==> src/rtl/frame_sequencer.sv <==
// Frame sequencer: emits a fixed-length header from the header generator, then a fixed-length
// payload from the sample FIFO, into the upstream FIFO. Owns the frame and PPS counters.
module frame_sequencer #(
    parameter int unsigned PAYLOAD_WORDS = 256,
    parameter int unsigned HDR_WORDS     = 4
) (
    input  logic        clk,
    input  logic        rst_n,
    input  logic        enable,
    input  logic        pps_in,
    output logic        hdr_rd_en,
    input  logic [31:0] hdr_data,
    output logic [31:0] frame_count,
    output logic [31:0] pps_count,
    input  logic        pay_empty,
    output logic        pay_rd_en,
    input  logic [31:0] pay_data,
    input  logic        out_full,
    output logic        out_wr_en,
    output logic [31:0] out_data,
    output logic        busy
);

    localparam logic [2:0]  HdrLast = 3'(HDR_WORDS - 1);
    localparam logic [15:0] PayLast = 16'(PAYLOAD_WORDS - 1);

    typedef enum logic [1:0] {StIdle, StHdr, StPay} state_e;

    state_e      state_q, state_d;
    logic [2:0]  hdr_idx_q, hdr_idx_d;
    logic [15:0] pay_idx_q, pay_idx_d;
    logic [31:0] frame_count_q, frame_count_d;
    logic [31:0] pps_count_q, pps_count_d;
    logic [31:0] pps_live_q;
    logic        pps_meta_q, pps_sync_q, pps_prev_q;
    logic        pps_edge;

    assign frame_count = frame_count_q;
    assign pps_count   = pps_count_q;

    // Two-flop synchronizer plus one flop for edge detection: 3 clk from pps_in to pps_live.
    assign pps_edge = pps_sync_q & ~pps_prev_q;

    always_ff @(posedge clk or negedge rst_n) begin
        if (!rst_n) begin
            pps_meta_q <= 1'b0;
            pps_sync_q <= 1'b0;
            pps_prev_q <= 1'b0;
            pps_live_q <= '0;
        end else begin
            pps_meta_q <= pps_in;
            pps_sync_q <= pps_meta_q;
            pps_prev_q <= pps_sync_q;
            if (pps_edge) begin
                pps_live_q <= pps_live_q + 32'd1;
            end
        end
    end

    always_ff @(posedge clk or negedge rst_n) begin
        if (!rst_n) begin
            state_q       <= StIdle;
            hdr_idx_q     <= '0;
            pay_idx_q     <= '0;
            frame_count_q <= '0;
            pps_count_q   <= '0;
        end else begin
            state_q       <= state_d;
            hdr_idx_q     <= hdr_idx_d;
            pay_idx_q     <= pay_idx_d;
            frame_count_q <= frame_count_d;
            pps_count_q   <= pps_count_d;
        end
    end

    always_comb begin
        state_d       = state_q;
        hdr_idx_d     = hdr_idx_q;
        pay_idx_d     = pay_idx_q;
        frame_count_d = frame_count_q;
        pps_count_d   = pps_count_q;
        unique case (state_q)
            StIdle: begin
                if (enable) begin
                    pps_count_d = pps_live_q;
                    hdr_idx_d   = '0;
                    pay_idx_d   = '0;
                    state_d     = StHdr;
                end
            end
            StHdr: begin
                if (hdr_rd_en) begin
                    hdr_idx_d = hdr_idx_q + 3'd1;
                    if (hdr_idx_q == HdrLast) begin
                        state_d = StPay;
                    end
                end
            end
            StPay: begin
                if (pay_rd_en) begin
                    pay_idx_d = pay_idx_q + 16'd1;
                    if (pay_idx_q == PayLast) begin
                        frame_count_d = frame_count_q + 32'd1;
                        state_d       = StIdle;
                    end
                end
            end
            default: state_d = StIdle;
        endcase
    end

    // Strobes are combinational on the current flags so a freed slot is used the same cycle.
    always_comb begin
        hdr_rd_en = 1'b0;
        pay_rd_en = 1'b0;
        out_data  = '0;
        busy      = 1'b0;
        unique case (state_q)
            StHdr: begin
                busy      = 1'b1;
                out_data  = hdr_data;
                hdr_rd_en = ~out_full;
            end
            StPay: begin
                busy      = 1'b1;
                out_data  = pay_data;
                pay_rd_en = ~pay_empty & ~out_full;
            end
            default: ;
        endcase
        out_wr_en = hdr_rd_en | pay_rd_en;
    end

endmodule

==> config.mk <==
export PLATFORM = sky130hd
export DESIGN_NAME = frame_sequencer
export DESIGN_NICKNAME = d
export VERILOG_FILES = /design/src/rtl/frame_sequencer.sv
export SDC_FILE = /design/constraint.sdc
export NUM_CORES = 1
export LEC_CHECK = 0
export CAP_MARGIN = 30
export CORE_MARGIN = 1.5
export CORE_UTILIZATION = 30
export DETAILED_ROUTE_END_ITERATION = 10
export PLACE_DENSITY_LB_ADDON = 0.05
export REMOVE_ABC_BUFFERS = 1
export SLEW_MARGIN = 20
export SYNTH_ARGS = -nofsm -noshare
export SYNTH_HDL_FRONTEND = slang
export SYNTH_SLANG_ARGS = --single-unit
==> constraint.sdc <==
create_clock -name clk -period 4.82 [get_ports clk]
set_input_delay 0.964 -clock clk [delete_from_list [all_inputs] [get_ports clk]]
set_output_delay 0.964 -clock clk [all_outputs]
set_load 0.005 [all_outputs]
==> results of run 1 <==
## cell type report
cell class              count  area (um2)
flip-flops and latches    120        3000
multi-input cells         390        2770
repair buffers            175        1730
well taps                 265         332
inverters                  11        41.3
clock inverters            13         174
clock buffers              18         429
fillers                  1827       10900
## registers in the layout, indices dropped and copies added (netlist names)
signal and count:
hdr_idx_q 3, pps_count 32, frame_count 32, pps_sync_q 1, pps_live_q 32, pps_meta_q 1, state_q 2, pay_idx_q 16
pps_prev_q 1
## metal layers
layer / GRT usage / vias up
met2: 0.242 / 84
met3: 0.0379 / 16
met5: 0 / -
li1: - / 2275
met4: 0.0537 / 0
met1: 0.206 / 2311
## power groups by stage
| stage | registers [mW] | clock network (mW) | logic [mW] |
|---|---|---|---|
| finish | 1.11 | 1.29 | 0.227 |
| global route | 1.12 | 1.38 | 0.253 |
| CTS | 1.11 | 1.32 | 0.231 |
| detailed placement | 1.13 | 0 | 0.230 |
| global placement | 1.13 | 0 | 0.226 |
| floorplan | 1.11 | 0 | 0.102 |
## synthesized netlist by cell type, drive strengths merged
| cell | number |
|---|---|
| dfrtp | 120 |
| mux2 | 34 |
| nand4 | 23 |
| and2 | 5 |
| inv | 11 |
| a31oi | 1 |
| nor3b | 1 |
| nor4b | 1 |
| xor2 | 23 |
| nand2b | 3 |
| mux2i | 1 |
| or4 | 2 |
| nand3b | 1 |
| nor4 | 5 |
| o2111a | 1 |
| o2111ai | 1 |
| o21ai | 16 |
| ha | 9 |
| or3b | 1 |
| o221ai | 1 |
| nor2 | 28 |
| nand3 | 28 |
| o21a | 1 |
| a22oi | 38 |
| nor2b | 36 |
| nand2 | 37 |
| nor3 | 6 |
| or3 | 4 |
| and3 | 13 |
| and4 | 13 |
| and4b | 1 |
| a21oi | 5 |
| xnor2 | 49 |
| buf | 2 |
| clkbuf | 18 |
| or2 | 2 |
## worst max-delay path, stage by stage
cell             delay [ps]
clkdlybuf4s50_1         580
or3b_1                  510
o21ai_0                 110
clkdlybuf4s50_1         540
## final timing paths
path / slack [ps] / cells after the start / endpoint / from
min in group asynchronous: 620 / 1 / frame_count[16] / rst_n
max in group asynchronous: 3240 / 2 / frame_count[11] / rst_n
worst max register to register: 1970 / 9 / frame_count[30] / state_q[0]
worst min register to register: 350 / 0 / pps_sync_q / pps_meta_q
worst max-delay path: 1140 / 4 / out_wr_en / out_full
worst min-delay path: 350 / 0 / pps_sync_q / pps_meta_q
## cells by family (layout without fill, tap and decap cells)
logic type	after synthesis	after routing	synth area share
flip-flops	120	120	0.510
AO/OA/AOI/OAI	64	64	0.0735
AND/OR/NAND/NOR	210	210	0.204
XOR/XNOR	72	72	0.107
multiplexers	35	35	0.0667
buffers and inverters	31	217	0.0200
adder cells (fa/ha/maj)	9	9	0.0191
==> out/qor.csv, run 1 <==
metric,value,unit
status,completed,
Final Max Slew Viols,0,
average wire per standard cell,15.5,um
Cells after DPL,960,
Final Hold Fails,0,
Synth top area share,0.510,
effective utilization at floorplan,0.305,
die width,143,um
RSZ-0062 raised after global routing,no,
Detail Placement HPWL,11000,um
Design Power,2.64,mW
WL met3,501,um
vias in the first global route,4642,
Root Driver,clkbuf_16,
largest net degree at the start of global routing,56,
endpoint type of the worst setup path,output pin,
Syn Area/Cell,10.9,um2
Placed Instance Area,7870,um2
critical path class,input pin to output pin,
DRT Pass-1 Iters,4,
Slew Limit Headroom,0.447,
core footprint,19300,um2
Sw Share,0.239,
port bufs,169,
gpl congestion,0.795,
clk_skew,9.05,ps
"Setup Fix Bufs, Post-CTS",0,
Worst-path clk slew,60,ps
CTS max path bufs,2,
Finished Layout Cells,992,
Worst Max-Slew Pin Slew,829,ps
MaxCap Viol Count,0,
final WL,15400,um
final non-filler cell area,8480,um2
Leak Pwr,3.67,nW
Final Cycle Share,0.763,
VDD IR max,0.000228,V
Max Fclk,272,MHz
Ys Warns,0,
final setup fails,0,
DRC,0,
clk sinks,120,
Die ar.,20500,um2
PD cells,311,nW/um2
Ant. Diodes,0,
Yosys top cell by area,dfrtp_1,
library cells used by synthesis,43,
"commonest non-fill, non-tap cell in the layout",clkdlybuf4s50_1,
wire length of the first global-routing pass,24500,um
Switch Pwr,629,uW
cts hold-fix bufs,0,
initial antenna violation count,0,
final antenna-violating net count,0,
Die H,143,um
post-DR vias/cell,4.72,
Synth Instances,541,
TNS Setup,0,ps
Rows,51,
post-synthesis register bit count,120,
Clock Latency Late Sink,420,ps
CTS tree,built,
gr usage total,0.154,
share of post-route cells with drive strength above 1,0.109,
M1 WL,7100,um
total grt overflow,0,
Mapped Area,5890,um2
DP Worst Slack,1150,ps
via count,4686,
Layout area overhead,44.0,%
largest cells by area after synthesis,"dfrtp_1 (51%), xnor2_1 (7.3%), mux2_2 (6.5%)",
cell-internal power,2.01,mW
Num CTS Buffers,17,
fin util,0.439,
sequential power share,0.423,
sequential area share after synthesis,0.510,
Comb power frac,0.086,
Worst EP required,3860,ps
final worst slack,1140,ps
most frequent cells in the layout,"clkdlybuf4s50_1 (168), dfrtp_1 (120), xnor2_1 (49)",
met2 routed WL,7520,um
Clock Power Share,0.491,
hold slack,354,ps
uppermost layer routed,met4,
startpoint class of the critical path,input pin,
Hold WC Path Type,register to register,
Final Critical Period,3680,ps
Iter 0 DRT Violations,199,
WP data arrival,2710,ps
H-tree Lvls,4,
Top Ports,170,
CP max FO,11,
cts repair resizes,0,
fin nets,794,
Power figures use the tool's default switching activity.
==> inputs of run 2 (changes only) <==
==> constraint.sdc (replaced) <==
create_clock -name clk -period 3.28 [get_ports clk]
set_input_delay 0.656 -clock clk [delete_from_list [all_inputs] [get_ports clk]]
set_output_delay 0.656 -clock clk [all_outputs]
set_load 0.005 [all_outputs]
==> out/qor.csv, run 2 (synthesized netlist as in run 1, its figures left out) <==
metric,value,unit
Leak Pwr,3.69,nW
largest net degree at the start of global routing,61,
fin util,0.439,
Clock Latency Late Sink,410,ps
Placed Instance Area,7900,um2
Final Hold Fails,0,
Worst Max-Slew Pin Slew,776,ps
Iter 0 DRT Violations,166,
cell-internal power,2.94,mW
endpoint type of the worst setup path,output pin,
core footprint,19300,um2
initial antenna violation count,0,
clk sinks,120,
Layout area overhead,44.2,%
Sw Share,0.226,
Worst EP required,2620,ps
port bufs,169,
startpoint class of the critical path,register,
Final Critical Period,3010,ps
final antenna-violating net count,0,
Num CTS Buffers,17,
DRC,0,
Max Fclk,332,MHz
total grt overflow,0,
Worst-path clk slew,50,ps
Clock Power Share,0.481,
Rows,51,
"commonest non-fill, non-tap cell in the layout",clkdlybuf4s50_1,
Root Driver,clkbuf_16,
most frequent cells in the layout,"clkdlybuf4s50_1 (168), dfrtp_1 (120), xnor2_1 (49)",
Top Ports,170,
CTS tree,built,
final WL,15300,um
Final Max Slew Viols,0,
Die H,143,um
TNS Setup,0,ps
H-tree Lvls,4,
share of post-route cells with drive strength above 1,0.112,
cells along the critical path,inv_1 -> ha_1 -> inv_1 -> nor2_1 -> clkdlybuf4s50_1,
Detail Placement HPWL,11000,um
fin nets,797,
MaxCap Viol Count,0,
Die ar.,20500,um2
gr usage total,0.153,
Comb power frac,0.089,
gpl congestion,0.775,
die width,143,um
Ant. Diodes,0,
wire length of the first global-routing pass,24500,um
Final Cycle Share,0.918,
vias in the first global route,4665,
Critical Path Max Stage Delay,600,ps
CP max FO,7,
cts hold-fix bufs,0,
average wire per standard cell,15.4,um
sequential power share,0.430,
Switch Pwr,860,uW
Critical Path Most Common Cell,inv_1,
VDD IR max,0.000366,V
clk_skew,9.04,ps
PD cells,448,nW/um2
CTS max path bufs,2,
critical path class,register to output pin,
RSZ-0062 raised after global routing,no,
WP data arrival,2360,ps
Slew Limit Headroom,0.483,
final non-filler cell area,8490,um2
post-DR vias/cell,4.72,
status,completed,
effective utilization at floorplan,0.305,
Hold WC Path Type,input pin to asynchronous set/reset pin,
"Slowest-stage cell, CP",clkdlybuf4s50_1,
final setup fails,0,
via count,4701,
DRT Pass-1 Iters,4,
# fillers,1823,
[run 2: cell count changes in the layout (fill, tap and decap cells not counted), sizes merged]
cell	change
clkbuf	+5
buf	+3
inv	-2
bufinv	-1
clkinv	-1
clkinvlp	-1
[run 2: cell type report]
type,instances,area [um2],share of cell area
multi-input combinational,390,2770,0.326
timing repair buffer,178,1760,0.208
clock inverter,8,95.1,0.0112
sequential,120,3000,0.354
tap,265,332,0.0390
clock buffer,23,488,0.0574
inverter,11,41.3,0.00486
[run 2: worst paths after layout]
path	from	endpoint	slack, ps	cells after the start
worst min-delay path	rst_n	frame_count[20]	320	1
worst min register to register	pps_meta_q	pps_sync_q	350	0
min in group clk	pps_meta_q	pps_sync_q	350	0
worst max register to register	state_q[0]	frame_count[30]	710	8
max in group asynchronous	rst_n	pps_live_q[27]	2090	2
worst max-delay path	state_q[1]	hdr_rd_en	270	5
[run 2: per-stage QoR]
| stage | setup WS [ps] | cells | hold slack (ps) | power [mW] |
|---|---|---|---|---|
| global route | 81.2 | 995 | 351 | 3.98 |
| finish | 267 | 995 | 321 | 3.80 |
| floorplan | 463 | 521 | 331 | 1.79 |
| detailed placement | 407 | 964 | 338 | 2.00 |
| global placement | 448 | 964 | 342 | 1.99 |
| CTS | 71.3 | 995 | 350 | 3.86 |
[run 2: critical path: cells and delay by family (launching register included)]
kind	cells	cell delay (ps)
simple gates	1	330
buf+inv	3	920
fa+ha+maj	1	310
flops	1	380
[run 2: timing repair]
| item | in CTS | in global routing |
|---|---|---|
| endpoints found under the setup margin | 0 | 32 |
| gates resized for setup | 0 | 3 |
| setup buffers | 0 | 0 |
[run 2: routing by layer]
metal | global-route usage | part of all wire | up-vias
met5 | 0 | 0 | -
met4 | 0.0532 | 0.013 | 0
met3 | 0.0345 | 0.029 | 19
met2 | 0.251 | 0.51 | 81
met1 | 0.199 | 0.45 | 2324
li1 | - | - | 2277
[run 2: power groups by stage]
| stage | logic (mW) | clock network, mW | registers [mW] |
|---|---|---|---|
| final | 0.338 | 1.83 | 1.64 |
| after CTS | 0.343 | 1.88 | 1.64 |
| after detailed placement | 0.342 | 0 | 1.66 |
| after global placement | 0.334 | 0 | 1.66 |
| after floorplan | 0.149 | 0 | 1.64 |
| after global routing | 0.379 | 1.95 | 1.65 |
==> inputs of run 3 (changes only) <==
--- a/config.mk
+++ b/config.mk
@@ -6,7 +6,7 @@
 export NUM_CORES = 1
 export LEC_CHECK = 0
 export CAP_MARGIN = 30
-export CORE_MARGIN = 1.5
+export CORE_MARGIN = 5
 export CORE_UTILIZATION = 30
 export DETAILED_ROUTE_END_ITERATION = 10
 export PLACE_DENSITY_LB_ADDON = 0.05
==> out/qor.csv, run 3 (synthesized netlist as in run 1, its figures left out) <==
metric,value,unit
status,completed,
Final Max Slew Viols,0,
Worst Max-Slew Pin Slew,775,ps
critical path class,register to output pin,
cts hold-fix bufs,0,
final antenna-violating net count,0,
DP Worst Slack,412,ps
Comb power frac,0.082,
Root Driver,clkbuf_16,
effective utilization at floorplan,0.304,
DRT Pass-1 Iters,4,
RSZ-0062 raised after global routing,no,
Ant. Diodes,0,
via count,4695,
Critical Path Sink,hdr_rd_en,
internal reg-to-reg setup slack,860,ps
Critical Path Source,state_q[1],
startpoint class of the critical path,register,
Slew Limit Headroom,0.483,
port bufs,169,
Detail Placement HPWL,11500,um
VDD IR max,0.000333,V
Leak Pwr,3.73,nW
Layout area overhead,45.9,%
post-DR vias/cell,4.71,
Worst EP required,2620,ps
final worst slack,251,ps
Clock Power Share,0.519,
Die ar.,22500,um2
H-tree Lvls,4,
endpoint type of the worst setup path,output pin,
FF-to-FF path depth,8,
Max Fclk,330,MHz
TNS Setup,0,ps
CTS tree,built,
DRC,0,
CTS max path bufs,2,
Iter 0 DRT Violations,186,
cts repair resizes,0,
initial antenna violation count,0,
gr usage total,0.142,
total grt overflow,0,
gpl congestion,0.749,
core footprint,19400,um2
share of post-route cells with drive strength above 1,0.115,
PD cells,476,nW/um2
Num CTS Buffers,17,
Switch Pwr,918,uW
Worst R2R Start,state_q[0],
Sw Share,0.224,
vias in the first global route,4937,
clk_skew,7.48,ps
average wire per standard cell,15.9,um
Top Ports,170,
wire length of the first global-routing pass,25600,um
Worst-path clk slew,60,ps
Final Cycle Share,0.923,
Hold WC Path Type,input pin to asynchronous set/reset pin,
Die H,150,um
worst reg2reg endpoint,frame_count[30],
MaxCap Viol Count,0,
Clock Latency Late Sink,410,ps
sequential power share,0.399,
fin nets,797,
CP max FO,37,
cell-internal power,3.17,mW
final setup fails,0,
most frequent cells in the layout,"clkdlybuf4s50_1 (168), dfrtp_1 (120), xnor2_1 (49)",
WP data arrival,2370,ps
Final Critical Period,3030,ps
clk sinks,120,
Final Hold Fails,0,
Rows,51,
largest net degree at the start of global routing,56,
die width,150,um
"Setup Fix Bufs, Post-CTS",0,
"commonest non-fill, non-tap cell in the layout",clkdlybuf4s50_1,
final WL,15800,um
[run 3: cell types whose count changed in the layout (fill, tap and decap cells not counted), sizes merged]
| cell | before | now |
|---|---|---|
| clkbuf | 23 | 20 |
| inv | 11 | 15 |
| bufinv | 2 | 5 |
| clkinv | 4 | 1 |
[run 3: power groups by stage]
stage / logic [mW] / registers [mW] / clock network, mW
after floorplan: 0.149 / 1.64 / 0
after global placement: 0.335 / 1.66 / 0
after detailed placement: 0.341 / 1.66 / 0
after CTS: 0.343 / 1.63 / 2.19
after global routing: 0.374 / 1.65 / 2.25
final: 0.335 / 1.63 / 2.12
[run 3: critical path: stages, from the launching register on]
cell             delay, ps
dfrtp_1                380
inv_1                  120
ha_1                   180
buf_6                  270
inv_1                  210
nor2_1                 230
clkdlybuf4s50_1        570
[run 3: routing by layer]
metal  track usage  vias to the layer above  wire [um]
met5             0                        -          0
li1              -                     2277          -
met4        0.0366                        0        153
met3        0.0349                       13        566
met1         0.176                     2321       6780
met2         0.248                       84       8340
[run 3: stage by stage]
stage | util | cell area (um2) | cells | hold WS [ps] | total power [mW]
2_1_floorplan | - | 5810 | 521 | 331 | 1.79
3_3_place_gp | 0.408 | 7910 | 964 | 335 | 1.99
3_5_place_dp | 0.408 | 7910 | 964 | 344 | 2.00
4_1_cts | 0.443 | 8590 | 996 | 117 | 4.17
5_1_grt | 0.443 | 8590 | 996 | 133 | 4.27
6_report | 0.443 | 8590 | 996 | 130 | 4.09
[run 3: layout make-up]
cell class	count	area, um2
inverters	11	41.3
well taps	265	332
flip-flops and latches	120	3000
clock inverters	12	209
multi-input cells	390	2770
fillers	1890	10800
clock buffers	20	467
repair buffers	178	1770
[run 3: worst min-delay path by stage]
stage / startpoint / endpoint / slack, ps
3_3_place_gp: pps_meta_q / pps_sync_q / 330
4_1_cts: rst_n / frame_count[14] / 120
2_1_floorplan: pps_meta_q / pps_sync_q / 330
5_1_grt: rst_n / frame_count[14] / 130
6_report: rst_n / frame_count[14] / 130
3_5_place_dp: pps_meta_q / pps_sync_q / 340
